--- config.mk ---
export PLATFORM = sky130hd
export DESIGN_NAME = transmitting_piso
export DESIGN_NICKNAME = d
export VERILOG_FILES = /design/src/rtl/transmitting_piso.sv
export SDC_FILE = /design/constraint.sdc
export NUM_CORES = 1
export LEC_CHECK = 0
export CORE_MARGIN = 3
export CORE_UTILIZATION = 50
export DETAILED_ROUTE_END_ITERATION = 8
export GPL_ROUTABILITY_DRIVEN = 0
export GPL_TIMING_DRIVEN = 0
export PLACE_DENSITY = 0.78
export SLEW_MARGIN = 40
export SYNTH_ARGS = -nofsm -noshare
export SYNTH_HDL_FRONTEND = slang
export SYNTH_SLANG_ARGS = --single-unit
--- constraint.sdc ---
create_clock -name clk -period 1.8 [get_ports clk]
set_clock_uncertainty 0.2 [all_clocks]
set_input_delay 0.36 -clock clk [delete_from_list [all_inputs] [get_ports clk]]
set_output_delay 0.36 -clock clk [all_outputs]
set_load 0.02 [all_outputs]
--- src/rtl/transmitting_piso.sv ---
// rtl/transmitting_piso.sv - parallel-in/serial-out frame transmitter, LSB first, with end-of-frame pulse
module transmitting_piso #(
    parameter int FRAME_BITS   = 10,
    parameter int CLKS_PER_BIT = 16
) (
    input  logic                  clk,
    input  logic                  reset,
    input  logic                  enable,
    input  logic [FRAME_BITS-1:0] data_in,
    input  logic                  load_n,
    output logic                  data_out,
    output logic                  charSent
);

    localparam int CW = (FRAME_BITS > 1) ? $clog2(FRAME_BITS) : 1;
    localparam int TW = (CLKS_PER_BIT > 1) ? $clog2(CLKS_PER_BIT) : 1;

    localparam logic [CW-1:0] LAST_BIT  = CW'(FRAME_BITS - 1);
    localparam logic [TW-1:0] LAST_TICK = TW'(CLKS_PER_BIT - 1);

    localparam logic [1:0] IDLE = 2'd0;
    localparam logic [1:0] LOAD = 2'd1;
    localparam logic [1:0] SEND = 2'd2;
    localparam logic [1:0] DONE = 2'd3;

    logic [1:0]            state;
    logic [FRAME_BITS-1:0] shreg;
    logic [CW-1:0]         bit_cnt;
    logic [TW-1:0]         bit_tmr;

    always_ff @(posedge clk or negedge reset) begin
        if (!reset) begin
            state    <= IDLE;
            shreg    <= '0;
            bit_cnt  <= '0;
            bit_tmr  <= '0;
            data_out <= 1'b1;
            charSent <= 1'b0;
        end else if (enable) begin
            case (state)
                IDLE: begin
                    data_out <= 1'b1;
                    charSent <= 1'b0;
                    if (!load_n) begin
                        shreg <= data_in;
                        state <= LOAD;
                    end
                end
                LOAD: begin
                    if (!load_n) begin
                        shreg    <= data_in;
                        data_out <= 1'b1;
                    end else begin
                        // Bit 0 goes on the line on the same edge that leaves LOAD.
                        data_out <= shreg[0];
                        bit_cnt  <= '0;
                        bit_tmr  <= '0;
                        state    <= SEND;
                    end
                end
                SEND: begin
                    if (bit_tmr == LAST_TICK) begin
                        bit_tmr <= '0;
                        if (bit_cnt != LAST_BIT) begin
                            shreg    <= shreg >> 1;
                            bit_cnt  <= bit_cnt + CW'(1);
                            data_out <= shreg[1];
                        end else begin
                            data_out <= 1'b1;
                            charSent <= 1'b1;
                            state    <= DONE;
                        end
                    end else begin
                        bit_tmr <= bit_tmr + TW'(1);
                    end
                end
                DONE: begin
                    data_out <= 1'b1;
                    charSent <= 1'b0;
                    state    <= IDLE;
                end
                default: begin
                    data_out <= 1'b1;
                    charSent <= 1'b0;
                    state    <= IDLE;
                end
            endcase
        end
    end

endmodule

Word level (Yosys, flattened, before mapping)
Cells that the tools add are included.
Storage, ports and cells
  output and inout bits: 2
  input port bits: 14
  register bits: 22
Operators by class
  $add $sub $neg: 2
  reductions and logical operators: 12
  equal/unequal tests: 11
  multiplexer cells: 22
Operators with widths (count)
  10-bit two-way mux: 3
  10-bit one-hot mux with 2 select lines: 1
  4-bit two-way mux: 4
  4-bit one-hot mux with 2 select lines: 2
  5-bit AND reduction: 3
  2-bit != test (second input constant): 6
  4-bit by 1-bit adder with 4-bit output (second input constant): 2
  2-bit two-way mux: 4
  2-bit one-hot mux with 4 select lines: 1
  2-bit nonzero test: 3
  1-bit two-way mux: 5
  2-bit == test (second input constant): 2
  4-bit == test (second input constant): 1
  4-bit != test (second input constant): 1
  4-bit AND reduction: 1
  2-bit OR reduction: 2
  1-bit one-hot mux with 3 select lines: 1
  3-bit AND reduction: 1
  2-bit by 1-bit == test with 1-bit output (second input constant): 1
  2-bit logical NOT: 1
  1-bit one-hot mux with 2 select lines: 1
  2-bit AND reduction: 1

Longest topological paths before layout
  depth after elaboration: 4
  depth in mapped cells: 8
  mapped depth without buffers: 6

Worst setup path before layout
OpenSTA, ideal clock, no wires.
  path kind: register to register
  start point: register state[1]
  end point: register shreg[0]
  setup slack: -0.170 ns
  stages on the path, launching flop included: 7
  data required time: 1.475 ns
  clock period less this slack: 1.970 ns
  setup time: 0.125 ns
  arrival time: 1.645 ns
  cell sequence: dfrtp_1 -> inv_1 -> ha_1 -> o21ai_1 -> o311ai_2 -> a21oi_4 -> mux2_4
On the way
  word-level cells in the longest chain between the ends: 4
  elaborated cells on any way between the ends: 10
  those cells by class: eq/ne (5); mux (1); reduce/logical (4)
RTL lines
  from (decl): line 26  | logic [1:0] state;
  from (signal assigned): line 33  | state <= IDLE;
  from (signal assigned): line 46  | state <= LOAD;
  from (signal assigned): line 58  | state <= SEND;
  2-bit by 1-bit == test with 1-bit output / 2-bit logical NOT (equally long branches): line 40  | case (state)
  2-bit OR reduction (no line)
  2-bit != test (no line) / 2-bit nonzero test (equally long branches)
  5-bit AND reduction (no line)
  to (signal assigned): line 45  | shreg <= data_in;
  to (signal assigned): line 51  | shreg <= data_in;
  to (signal assigned): line 65  | shreg <= shreg >> 1;
  to (decl): line 27  | logic [FRAME_BITS-1:0] shreg;
Several ways; a longest one is shown, not always the timed one.
A chain may end at the register's enable or synchronous reset.

Final worst setup path
  start point: register state[1]
  end point: register shreg[7]
The elaborated chain is that of the path after synthesis.

==> results by group <==
Run status
  – Outcome: finished, violations left
  – Failing checks: setup timing

STA
  – Setup TNS: -1.612 ns
  – Post-route worst setup slack: -0.1712 ns
  – Final period utilization: 109.5%
  – Max Fclk: between 0.5 and 0.6 GHz
  – Worst slew margin: 66.79%
  – Final Slew Violations: 0
  – Unrepaired setup endpoints after global routing: true
  – Final hold vios: 0
  – Setup violators final: 15
  – Hold Slack: 0.3207 ns
  – Tmin final: 1.971 ns
  – Tightest Pin Transition: 0.4981 ns

Final layout
  – Synthesis-to-finish area growth: 36.63%
  – Register Area: 553.0 um^2
  – Layout net count: roughly 180
  – FILL cells: 155
  – Non-filler instance count after layout: 185
  – ANT cells: 0
  – Area of the multi-input gates: 892.1 um^2
  – Layout cells sized above 1: 41.29%

Clock network
  – Clk_lat worst skew: 0.31 ns
  – Root Buffer: clkbuf_4
  – Clk sink count: 22
  – Clk pin slew, worst setup/hold paths: 0.13 ns
  – CTS max path bufs: 2
  – TritonCTS Buffers: 3
  – CTS tree: yes
  – CTS H-tree depth: 1

Critical path
  – CP Data Required Time: 1.81 ns
  – Worst-path cell with the longest stage delay: dfrtp_1
  – RR Startpoint: state[1]$_DFFE_PN0P_
  – Crit start category: register
  – CP peak stage delay: 0.42 ns
  – WS Path Type: register to register
  – Crit path DAT: 1.98 ns
  – Crit-path max FO: 10
  – Crit end category: register
  – CP cell instances: inv_2, ha_2, o21ai_2, o311ai_4, a21oi_4, buf_12, mux2_4
  – Origin of the worst setup path: state[1]$_DFFE_PN0P_

Global route
  – Tot GR Track Use: between 15 and 20%
  – First-pass GRT wire length: ~4.9 mm
  – Largest net degree at the start of global routing: 23
  – Total grt overflow: 0
  – Initial antenna violation count: 0
  – Vias in the first global route: ~1.2k

Drt
  – Post-route DRC: 0
  – Drt first pass iters: 5
  – Final ANT Viol Nets: 0
  – Total number of vias: 1091
  – Vias per cell: a little under 6
  – Total wire length: approximately 3.2 mm
  – DR iter-0 viols: 27
  – DR WL/cell: roughly 17 um

Synthesis
  – Seq/Total Area, Yosys: roughly 40%
  – Post-synthesis async set-or-reset flop share: 100.0%
  – Mapped Avg Cell Area: 11.50 um^2
  – Post-synthesis cell area: between 1000 and 1500 um^2
  – #FFs+latches synth: 22
  – Top FF cell, synth: dfrtp_1
  – Cells after Synth: 120
  – Synth cell types: 41
  – Mapped Nets: 143
  – Synth warn: 0
  – Number of synthesized flops with an enable pin: 0

Placement
  – Inst Count DP: 165
  – PortBufs: 15
  – HPWL after DPL: 1.901 mm
  – Pre-CTS WS: -0.4570 ns

Floorplan
  – Die H: 58.54 um
  – Initial cell density of the core: between 50% and 60%
  – Ports: 16
  – Std cell rows: 18
  – Area of the die: 3426 um^2
  – Core area: around 2500 um^2
  – Die width: 58.54 um

Power and ir drop
  – Total Power Consumption: 0.003160 W
  – PD cells: 1676 nW/um^2
  – Max rail drop VDD: 0.001209 V
  – Pleak: 0.8162 nW

Flow run
  – Max cap viols: 0

Hold path
  – Hold Path Class: primary input to asynchronous set/reset pin
[power by group]
part	internal, W	switching [W]	leakage, nW
Clock	0.000123	0.000160	0.0210
Combinational	0.00113	0.000832	0.525
Sequential	0.000723	0.000195	0.270
[cell usage in the layout, fill, tap and decap left out, types with 3 or more instances in the layout]
master            n
dfrtp_1          20
clkdlybuf4s50_1  12
buf_4            12
mux2_4           10
mux2_2            9
nand2b_1          6
nand2_1           6
nand3_1           6
inv_1             4
o21ai_1           4
ha_1              4
a22o_1            3
mux2i_1           3
ha_4              3
clkbuf_4          3
[cells in the mapped netlist, types with 2 or more instances]
| cell type | count | share of area (%) |
|---|---|---|
| mux2_2 | 9 | 7.3 |
| inv_1 | 6 | 1.6 |
| buf_2 | 2 | 0.73 |
| dfrtp_1 | 21 | 38 |
| nor3b_1 | 2 | 1.1 |
| nor2b_1 | 2 | 0.91 |
| o2111ai_1 | 2 | 1.3 |
| o21ai_1 | 4 | 1.5 |
| nand3_1 | 7 | 2.5 |
| nand2_1 | 6 | 1.6 |
| nand2b_1 | 6 | 2.7 |
| mux2_4 | 9 | 9.8 |
| a22o_1 | 3 | 1.9 |
| mux2i_1 | 3 | 2.2 |
| o21ai_0 | 2 | 0.73 |
| o31ai_1 | 2 | 1.1 |
| ha_1 | 9 | 8.2 |
| a21oi_1 | 2 | 0.73 |
[critical path: cells and delay by family (launching register included)]
family | cells | cell delay (ns)
compound gates | 3 | 0.46
flops | 1 | 0.42
mux | 1 | 0.30
buf+inv | 2 | 0.25
fa+ha+maj | 1 | 0.22
[final timing paths]
path                                           to  slack, ns  cells after the start
min reg2reg                  shreg[3]$_DFFE_PN0P_       0.33                      1
max in group asynchronous    data_out$_DFFE_PN1P_       0.71                      2
min                        bit_cnt[1]$_DFFE_PN0P_       0.32                      2
max                          shreg[7]$_DFFE_PN0P_      -0.17                      7
max reg2reg                  shreg[7]$_DFFE_PN0P_      -0.17                      7
min in group clk             shreg[3]$_DFFE_PN0P_       0.33                      1
[registers in the layout, summed over array words and instances, names as in the netlist]
register / count
shreg: 10
bit_tmr: 4
state: 2
data_out: 1
bit_cnt: 4
charSent: 1
[area by class of cell]
class | count | share of cell area (%)
tap | 30 | 1.991
multi-input combinational | 89 | 47.31
inverter | 6 | 1.327
sequential | 22 | 29.33
clock buffer | 4 | 1.924
timing repair buffer | 31 | 15.93
buffer | 3 | 2.190
[stage by stage]
| stage | area (um^2) | util, % |
|---|---|---|
| detailed placement | 1568 | 61.60 |
| CTS | 1705 | 67.01 |
| finish | 1886 | 74.09 |
| global route | 1886 | 74.09 |
| floorplan | 1385 | - |
| global placement | 1573 | 61.80 |
[cell families after synthesis]
kind of cell	synth area share, %
flops	39.98
buf+inv	2.629
simple gates	14.05
mux	20.13
compound gates	15.05
fa+ha+maj	8.160
[repair_timing]
action	CTS	global route
setup buffers	6	8
gates cloned	0	1
endpoints found under the setup margin	21	21
hold endpoints to repair	21	0
pin swaps	3	8
hold buffers	1	0
resized for setup	11	22
[per-layer routing]
layer / track usage [%] / share of wire [%] / vias up / wire length [um]
met4: 7.285 / 1.3 / 0 / 43
li1: - / - / 512 / -
met5: 0 / 0 / - / 0
met2: 33.81 / 53 / 22 / 1705
met3: 5.044 / 2.9 / 6 / 94
met1: 20.14 / 43 / 551 / 1379
(Power assumes the default switching activity.)
